==> src/rtl/regfile_pkg.sv <==
// regfile_pkg: shared constants and helpers for the regfile_sb slice.
//   clog2()      address width derivation
//   cnt_max()    saturation value of a CW-bit pending counter
//   XLEN_D, NREG_D, NRP_D, CW_D  default parameter values
//   CNT_MAX_D    counter maximum for the default CW
package regfile_pkg;

  function automatic int clog2(input int n);
    int r;
    r = 0;
    while ((1 << r) < n) r++;
    return r;
  endfunction

  function automatic int cnt_max(input int cw);
    return (1 << cw) - 1;
  endfunction

  localparam int XLEN_D    = 32;
  localparam int NREG_D    = 32;
  localparam int NRP_D     = 2;
  localparam int CW_D      = 2;
  localparam int CNT_MAX_D = cnt_max(CW_D);

endpackage

==> src/rtl/regfile_sb_if.sv <==
// regfile_sb_if: bundle of read, issue, writeback and squash signals
// between the ID stage (master) and the register file/scoreboard (slave).
//   raddr/ruse -> rdata/rbusy/stall : operand reads and hazard status
//   iss_valid/iss_rd -> iss_ready    : destination reservation
//   wb_valid/wb_rd/wb_data           : writeback
//   sq_valid/sq_rd                   : squash of one pending write
//   err                              : sticky counter error
interface regfile_sb_if #(
  parameter int XLEN = 32,
  parameter int AW   = 5,
  parameter int NRP  = 2
);
  logic [NRP-1:0][AW-1:0]   raddr;
  logic [NRP-1:0]           ruse;
  logic [NRP-1:0][XLEN-1:0] rdata;
  logic [NRP-1:0]           rbusy;
  logic                     stall;
  logic                     iss_valid;
  logic [AW-1:0]            iss_rd;
  logic                     iss_ready;
  logic                     wb_valid;
  logic [AW-1:0]            wb_rd;
  logic [XLEN-1:0]          wb_data;
  logic                     sq_valid;
  logic [AW-1:0]            sq_rd;
  logic                     err;

  modport master (
    output raddr, ruse, iss_valid, iss_rd, wb_valid, wb_rd, wb_data, sq_valid, sq_rd,
    input  rdata, rbusy, stall, iss_ready, err
  );

  modport slave (
    input  raddr, ruse, iss_valid, iss_rd, wb_valid, wb_rd, wb_data, sq_valid, sq_rd,
    output rdata, rbusy, stall, iss_ready, err
  );
endinterface

==> src/rtl/sb_counter.sv <==
// sb_counter: pending-write counter for one register.
//   inc      one new in-flight write (0..1)
//   dec      retired writes this cycle (0..2: writeback and squash)
//   cnt      registered count
//   err      combinational pulse on underflow or overflow this cycle
// Underflow clamps to 0; overflow clamps to the maximum.
module sb_counter #(
  parameter int CW = 2
) (
  input  logic          clk,
  input  logic          rst,
  input  logic          inc,
  input  logic [1:0]    dec,
  output logic [CW-1:0] cnt,
  output logic          err
);
  localparam logic [CW-1:0] CMAX = '1;

  logic [CW:0]   sum, dec_x, diff;
  logic [CW-1:0] cnt_nxt;

  assign dec_x = (CW+1)'(dec);

  always_comb begin
    sum     = {1'b0, cnt} + (CW+1)'(inc);
    diff    = sum - dec_x;
    cnt_nxt = diff[CW-1:0];
    err     = 1'b0;
    if (dec_x > sum) begin
      cnt_nxt = '0;
      err     = 1'b1;
    end else if (diff > {1'b0, CMAX}) begin
      cnt_nxt = CMAX;
      err     = 1'b1;
    end
  end

  always_ff @(posedge clk or posedge rst)
    if (rst) cnt <= '0;
    else     cnt <= cnt_nxt;

endmodule

==> src/rtl/regfile_sb.sv <==
// regfile_sb: NREG x XLEN register file with NRP combinational read ports
// and a per-register pending-write scoreboard for the ID stage.
//   clk, rst  clock, asynchronous active-high reset
//   bus       regfile_sb_if slave: reads, issue, writeback, squash, err
// x0 reads zero, is never written, never counted and never busy.
// Optional macro REGFILE_BYPASS_EN: a read matching the current writeback
// returns wb_data and judges busy on the post-writeback count.
module regfile_sb
  import regfile_pkg::*;
#(
  parameter int XLEN = XLEN_D,
  parameter int NREG = NREG_D,
  parameter int NRP  = NRP_D,
  parameter int CW   = CW_D
) (
  input logic        clk,
  input logic        rst,
  regfile_sb_if.slave bus
);
  localparam int AW = clog2(NREG);
  localparam logic [CW-1:0] CMAX = CW'(cnt_max(CW));

  logic [NREG-1:0][XLEN-1:0] rf_v;
  logic [NREG-1:0][CW-1:0]   cnt_v;
  logic [NREG-1:0]           err_p;
  logic                      err_q;

  logic iss_fire, wb_hit, sq_hit;

  // ready looks only at the registered count, never at same-cycle retires
  assign bus.iss_ready = (cnt_v[bus.iss_rd] != CMAX) | (bus.iss_rd == '0);
  assign iss_fire = bus.iss_valid & bus.iss_ready & (bus.iss_rd != '0);
  assign wb_hit   = bus.wb_valid & (bus.wb_rd != '0);
  assign sq_hit   = bus.sq_valid & (bus.sq_rd != '0);

  assign rf_v[0]  = '0;
  assign cnt_v[0] = '0;
  assign err_p[0] = 1'b0;

  for (genvar r = 1; r < NREG; r++) begin : g_reg
    logic [XLEN-1:0] q;
    logic            w, s, i;
    logic [CW-1:0]   c;

    assign w = wb_hit & (bus.wb_rd == AW'(r));
    assign s = sq_hit & (bus.sq_rd == AW'(r));
    assign i = iss_fire & (bus.iss_rd == AW'(r));

    always_ff @(posedge clk or posedge rst)
      if (rst)    q <= '0;
      else if (w) q <= bus.wb_data;

    sb_counter #(.CW(CW)) u_cnt (
      .clk (clk),
      .rst (rst),
      .inc (i),
      .dec ({w & s, w ^ s}),
      .cnt (c),
      .err (err_p[r])
    );

    assign rf_v[r]  = q;
    assign cnt_v[r] = c;
  end

  for (genvar p = 0; p < NRP; p++) begin : g_rp
    logic [AW-1:0]   ra;
    logic [XLEN-1:0] rd;
    logic            busy;

    assign ra = bus.raddr[p];

    always_comb begin
      rd   = rf_v[ra];
      busy = cnt_v[ra] != '0;
`ifdef REGFILE_BYPASS_EN
      // ra != 0 is implied by wb_hit; busy after this writeback retires
      if (wb_hit && bus.wb_rd == ra) begin
        rd   = bus.wb_data;
        busy = cnt_v[ra] > CW'(1);
      end
`endif
    end

    assign bus.rdata[p] = rd;
    assign bus.rbusy[p] = busy;
  end

  assign bus.stall = |(bus.rbusy & bus.ruse);

  always_ff @(posedge clk or posedge rst)
    if (rst) err_q <= 1'b0;
    else     err_q <= err_q | (|err_p);

  assign bus.err = err_q;

endmodule
==> src/flat_wrapper.sv <==
// flat-port wrapper written by rule: the top's interface ports become plain ports
module regfile_sb_flat import regfile_pkg::*;
#(
  parameter int XLEN = XLEN_D,
  parameter int NREG = NREG_D,
  parameter int NRP  = NRP_D,
  parameter int CW   = CW_D
)
  (clk, rst, bus_raddr, bus_ruse, bus_iss_valid, bus_iss_rd, bus_wb_valid, bus_wb_rd, bus_wb_data, bus_sq_valid, bus_sq_rd, bus_rdata, bus_rbusy, bus_stall, bus_iss_ready, bus_err);
  regfile_sb_if #(.XLEN(XLEN), .NRP(NRP)) bus_i ();
  input logic clk;
  input logic rst;
  input wire logic [$bits(bus_i.raddr)-1:0] bus_raddr;
  input wire logic [$bits(bus_i.ruse)-1:0] bus_ruse;
  input wire logic [$bits(bus_i.iss_valid)-1:0] bus_iss_valid;
  input wire logic [$bits(bus_i.iss_rd)-1:0] bus_iss_rd;
  input wire logic [$bits(bus_i.wb_valid)-1:0] bus_wb_valid;
  input wire logic [$bits(bus_i.wb_rd)-1:0] bus_wb_rd;
  input wire logic [$bits(bus_i.wb_data)-1:0] bus_wb_data;
  input wire logic [$bits(bus_i.sq_valid)-1:0] bus_sq_valid;
  input wire logic [$bits(bus_i.sq_rd)-1:0] bus_sq_rd;
  output wire logic [$bits(bus_i.rdata)-1:0] bus_rdata;
  output wire logic [$bits(bus_i.rbusy)-1:0] bus_rbusy;
  output wire logic [$bits(bus_i.stall)-1:0] bus_stall;
  output wire logic [$bits(bus_i.iss_ready)-1:0] bus_iss_ready;
  output wire logic [$bits(bus_i.err)-1:0] bus_err;
  assign bus_i.raddr = bus_raddr;
  assign bus_i.ruse = bus_ruse;
  assign bus_i.iss_valid = bus_iss_valid;
  assign bus_i.iss_rd = bus_iss_rd;
  assign bus_i.wb_valid = bus_wb_valid;
  assign bus_i.wb_rd = bus_wb_rd;
  assign bus_i.wb_data = bus_wb_data;
  assign bus_i.sq_valid = bus_sq_valid;
  assign bus_i.sq_rd = bus_sq_rd;
  assign bus_rdata = bus_i.rdata;
  assign bus_rbusy = bus_i.rbusy;
  assign bus_stall = bus_i.stall;
  assign bus_iss_ready = bus_i.iss_ready;
  assign bus_err = bus_i.err;
  regfile_sb #(.XLEN(XLEN), .NREG(NREG), .NRP(NRP), .CW(CW)) u_core (.clk(clk), .rst(rst), .bus(bus_i));
endmodule
==> config.mk <==
export PLATFORM = sky130hd
export DESIGN_NAME = regfile_sb_flat
export DESIGN_NICKNAME = d
export VERILOG_FILES = /design/src/rtl/regfile_pkg.sv /design/src/rtl/regfile_sb_if.sv /design/src/rtl/sb_counter.sv /design/src/rtl/regfile_sb.sv /design/src/flat_wrapper.sv
export SDC_FILE = /design/constraint.sdc
export NUM_CORES = 2
export LEC_CHECK = 0
export BUFFER_PORTS_ARGS = -buffer_cell sky130_fd_sc_hd__buf_2
export CAP_MARGIN = 20
export CORE_ASPECT_RATIO = 0.7
export CORE_MARGIN = 3
export CORE_UTILIZATION = 48
export CTS_BUF_LIST = sky130_fd_sc_hd__clkbuf_16
export DETAILED_ROUTE_END_ITERATION = 8
export PLACE_DENSITY_LB_ADDON = 0.08
export RECOVER_POWER = 25
export SYNTH_ARGS = -nofsm -noshare
export SYNTH_HDL_FRONTEND = slang
export SYNTH_HIERARCHICAL = 1
export SYNTH_SLANG_ARGS = --single-unit
==> constraint.sdc <==
create_clock -name clk -period 34.1 [get_ports clk]
set_input_delay 1.705 -clock clk [delete_from_list [all_inputs] [get_ports clk]]
set_output_delay 1.705 -clock clk [all_outputs]
set_load 0.01 [all_outputs]
# Yosys cells after proc, flatten, opt, wreduce, memory -nomap -nowiden
# Cells that the tools add are included.
# op_classes
addsub,62
multipliers,0
div,0
n_lt_le_gt_ge,65
eq_ne,94
shift,0
muxes,134
bitwise_logic,162
reduce_logical,8
# op_table
op,n
binary-select mux 32 bit (select 5 bit),2
equality test 5 bit (second input constant),48
two-way mux 2 bit,65
AND 1 bit,128
equality test 5 x 4 -> 1 bit (second input constant),24
adder 2 x 1 -> 3 bit,31
> comparator 2 x 3 -> 1 bit,31
> comparator 3 x 2 -> 1 bit (second input constant),31
subtractor 3 x 2 -> 3 bit,31
two-way mux 32 bit,2
two-way mux 1 bit,62
equality test 5 x 3 -> 1 bit (second input constant),12
OR reduction 31 bit,1
bitwise XOR 1 bit,31
binary-select mux 2 bit (select 5 bit),3
equality test 5 x 2 -> 1 bit (second input constant),6
< comparator 5 x 6 -> 1 bit (second input constant),3
equality test 5 x 1 -> 1 bit (second input constant),3
nonzero test 5 bit,3
logical NOT 5 bit,1
nonzero test 2 bit,2
AND 2 bit,1
inequality test 2 bit (second input constant),1
OR 1 bit,2
OR reduction 2 bit,1
# totals
register_bits,1055
latch_bits,0
mem_bits_rw,0
rom_bits,0
wordCells,588
memories,0

# Longest topological paths before layout
# logic_depth
ltp_word,14
mapped_depth,16
depth_no_buf,15

# Modules after synthesis
# The synthesis kept the hierarchy.
# by_module_without_submodules
module,instances,cells_each,area_each_um2,seq_area_each_um2
regfile_sb,1,4646,55147.9,24848.8
sb_counter,31,20,222.7,50.0

# Worst setup path before layout
# No wires, ideal clock.
# synth_path
kind,input-to-output
from,input port bus_raddr[6]
to,output port bus_rdata[33]
arrival_ns,3.595
slack_ns,28.800
cell_stages,6
n_path_buf,3
path_cell_list,buf_2 clkbuf_1 clkbuf_1 mux4_2 mux4_2 mux2_2
# synth_via
elab_chain_len,2
# synth_lines
item,line_no,rtl
from (decl),flat_wrapper.sv:13,input wire logic [$bits(bus_i.raddr)-1:0] bus_raddr;
binary-select mux 32 bit (select 5 bit),regfile_sb.sv:74,rd = rf_v[ra];
two-way mux 32 bit (implied by the code),regfile_sb.sv:74,
to (decl),flat_wrapper.sv:22,output wire logic [$bits(bus_i.rdata)-1:0] bus_rdata;
# Every way passes these cells. The select of a mux whose other input is x is not followed.

==> impl_metrics.json <==
{
  "outcome": "finished with violations",
  "violations": "capacitance limit, slew limit",
  "grt_pass1_vias": 44013,
  "grt_usage": 0.321,
  "globalRouteOverflowTotal": 0,
  "yosysMostFrequentCell": "nand2_1",
  "hp-class": "reg -> reg",
  "crit_family": "buffers and inverters",
  "synth_top_area_share": 0.425,
  "critPathMaxFanout": 163,
  "leakage_nw": 31.2,
  "dp.cells": 6777,
  "die_h_um": 307,
  "synth_area_per_cell_um2": 11.8,
  "core_mm2": 0.127,
  "die_w_um": 436,
  "tns_ns": 0,
  "rsz0062_at_grt": "false",
  "vias": 44466,
  "via_per_inst": 6.37,
  "synth_seq_cells": 1055,
  "grt_max_degree": 164,
  "fin_util": 0.531,
  "die-area_mm2": 0.134,
  "final_area_mm2": 0.0676,
  "cts_resized": 0,
  "placementRows": 109,
  "hold_viol": 0,
  "start_util": 0.488,
  "required_ns": 32.65,
  "cts.sink_count": 1055,
  "power_density_mw_per_mm2": 58.9,
  "setup_viol": 0,
  "maxCapViolCount": 15,
  "arrival_ns": 13.03,
  "max_freq_ghz": 0.0691,
  "relSlewSlack": -5.05,
  "synthesis.area_mm2": 0.0621,
  "synth_top_cell_by_area": "dfrtp_1",
  "root_buffer": "clkbuf_16",
  "drtAntennaViolNets": 0,
  "cp_cell_sequence": "buf_2 -> clkbuf_1 -> clkinvlp_2 -> clkbuf_1",
  "finalCritPeriodShare": 0.425,
  "ys_async_sr_fraction": 1.00,
  "yosysWarnings": 6,
  "peakVddDrop_mv": 0.0418,
  "yosysSeqAreaShare": 0.425,
  "crit_path_end_kind": "asynchronous set/reset pin",
  "crit_slowest_cell": "clkbuf_1",
  "crit_buf_inv": 4,
  "tightest_slew_ns": 9.08,
  "path_class": "in -> async",
  "synth_cell_types": 52,
  "clockBufferDepth": 3,
  "tritoncts": "done",
  "ys.flop_type": "dfrtp_1",
  "drc": 0,
  "avgRoutedWirePerCell_um": 30.7,
  "synth_fp_nets": 5516,
  "post-dp-hpwl_mm": 118,
  "instances_no_fill": 6981,
  "routed_wl_mm": 214,
  "grt_first_pass_wirelength_mm": 315,
  "area_growth_pct": 8.95,
  "timing.hold.ws_ns": 0.494,
  "drtIter0Drc": 4942,
  "antenna_found_initial": 11,
  "clk_pin_slew_worst_paths_ns": 0.06,
  "ys_top_cells_by_area": "dfrtp_1 43%, mux4_2 21%, mux2_2 10%",
  "yosys-top-cells-count": "1678 x nand2_1, 1055 x dfrtp_1, 585 x mux4_2, 575 x mux2_2, 254 x clkbuf_1",
  "htree_levels": 3,
  "gp_congestion": 0.871,
  "place_area_mm2": 0.0640,
  "fin_skew_ns": 0.0174,
  "drive_gt1_frac": 0.325,
  "synth_edf_count": 0,
  "nNetsFinal": 5421,
  "cp_common_cell": "clkbuf_1",
  "cp-start-kind": "input port",
  "port_buffers": 132,
  "syn_inst": 5266,
  "postCtsHoldBufs": 0,
  "num_io_pins": 133,
  "cts_buffers": 109,
  "fillers": 10889,
  "final_max_slew_viol_count": 727,
  "cpPeakStageDelay_ns": 6.56,
  "clock_latency_ns": 0.73,
  "cts_post_setup_buffers_inserted": 0,
  "fin_crit_ns": 14.48,
  "dr.pass1.iters": 7
}
cell usage in the layout (no fill, tap or decap), types with 21 or more instances in the layout:
cell type     n
fa_1         62
nand3b_1     34
mux2_2      575
nand3_1      21
buf_4        76
ha_1        124
buf_2       122
mux4_2      585
o21ai_0      26
nor2_2       31
a22o_1       64
nor2_1       67
nor3_1       26
clkinv_2     24
o31a_2       31
dfrtp_1    1055
clkbuf_16   112
a21o_1       62
inv_1       177
a221oi_2     62
o21a_1       31
nand2_1    1667
per-layer routing:
metal | global-route usage | share of wire | wire [µm] | vias to the layer above
met1 | 0.465 | 0.42 | 90800 | 23449
met4 | 0.0905 | 0.032 | 6840 | 0
met3 | 0.0712 | 0.092 | 19700 | 417
met2 | 0.491 | 0.45 | 96700 | 2114
li1 | - | - | - | 18486
met5 | 0 | 0 | 0 | -
final cells by class:
cell class                      count  area [µm²]  share of cell area
Clock buffer                      112        2800              0.0415
Timing Repair Buffer              224        1440              0.0212
Antenna cell                        3        7.51            0.000111
Inverter                          178         674             0.00998
Clock inverter                     86         851              0.0126
Tap cell                         1720        2150              0.0318
Sequential cell                  1055       26400               0.390
Multi-Input combinational cell   3603       33300               0.492
where the power goes:
part	total (mW)	switching [mW]	internal [mW]
Sequential	1.72	0.211	1.50
Combinational	1.01	0.460	0.552
Clock	1.26	0.540	0.715
Total	3.98	1.21	2.77
worst min-delay path: stages, from the launching register on:
cell and delay [ns]:
dfrtp_1 0.35, nand2_1 0.05, nand2_1 0.06
cell families after synthesis:
group	synth area share
flip-flops	0.425
adder cells (fa/ha/maj)	0.0450
buffers and inverters	0.0409
multiplexers	0.317
AO/OA/AOI/OAI	0.0468
AND/OR/NAND/NOR	0.125
path summary, 6_finish.rpt:
path                       slack, ns  cells past startpoint                           from                             to
setup / recovery               19.62                      4                            rst          u_core/g_reg[8].q[15]
hold / removal                  0.49                      2         u_core/g_reg[28].q[16]         u_core/g_reg[28].q[16]
setup reg to reg               28.90                     13  u_core/g_reg[14].u_cnt/cnt[1]                 u_core/bus.err
hold reg to reg                 0.49                      2         u_core/g_reg[28].q[16]         u_core/g_reg[28].q[16]
max in group clk               24.74                     13                   bus_wb_rd[4]                 u_core/bus.err
min in group asynchronous       1.90                      3                            rst  u_core/g_reg[19].u_cnt/cnt[0]
per-stage QoR:
| stage | power [mW] | setup WS [ns] |
|---|---|---|
| 5_1_grt | 4.17 | 17.18 |
| 3_5_place_dp | 2.73 | 25.48 |
| 4_1_cts | 3.99 | 25.46 |
| 2_1_floorplan | 2.45 | 4.46 |
| 6_report | 3.98 | 19.62 |
| 3_3_place_gp | 2.71 | 25.46 |
registers in the layout, indices dropped and copies added, names as in the netlist:
name / count
u_core/bus.err: 1
u_core/g.q: 992
u_core/g.u_cnt/cnt: 62
Power figures use the tool's default switching activity.
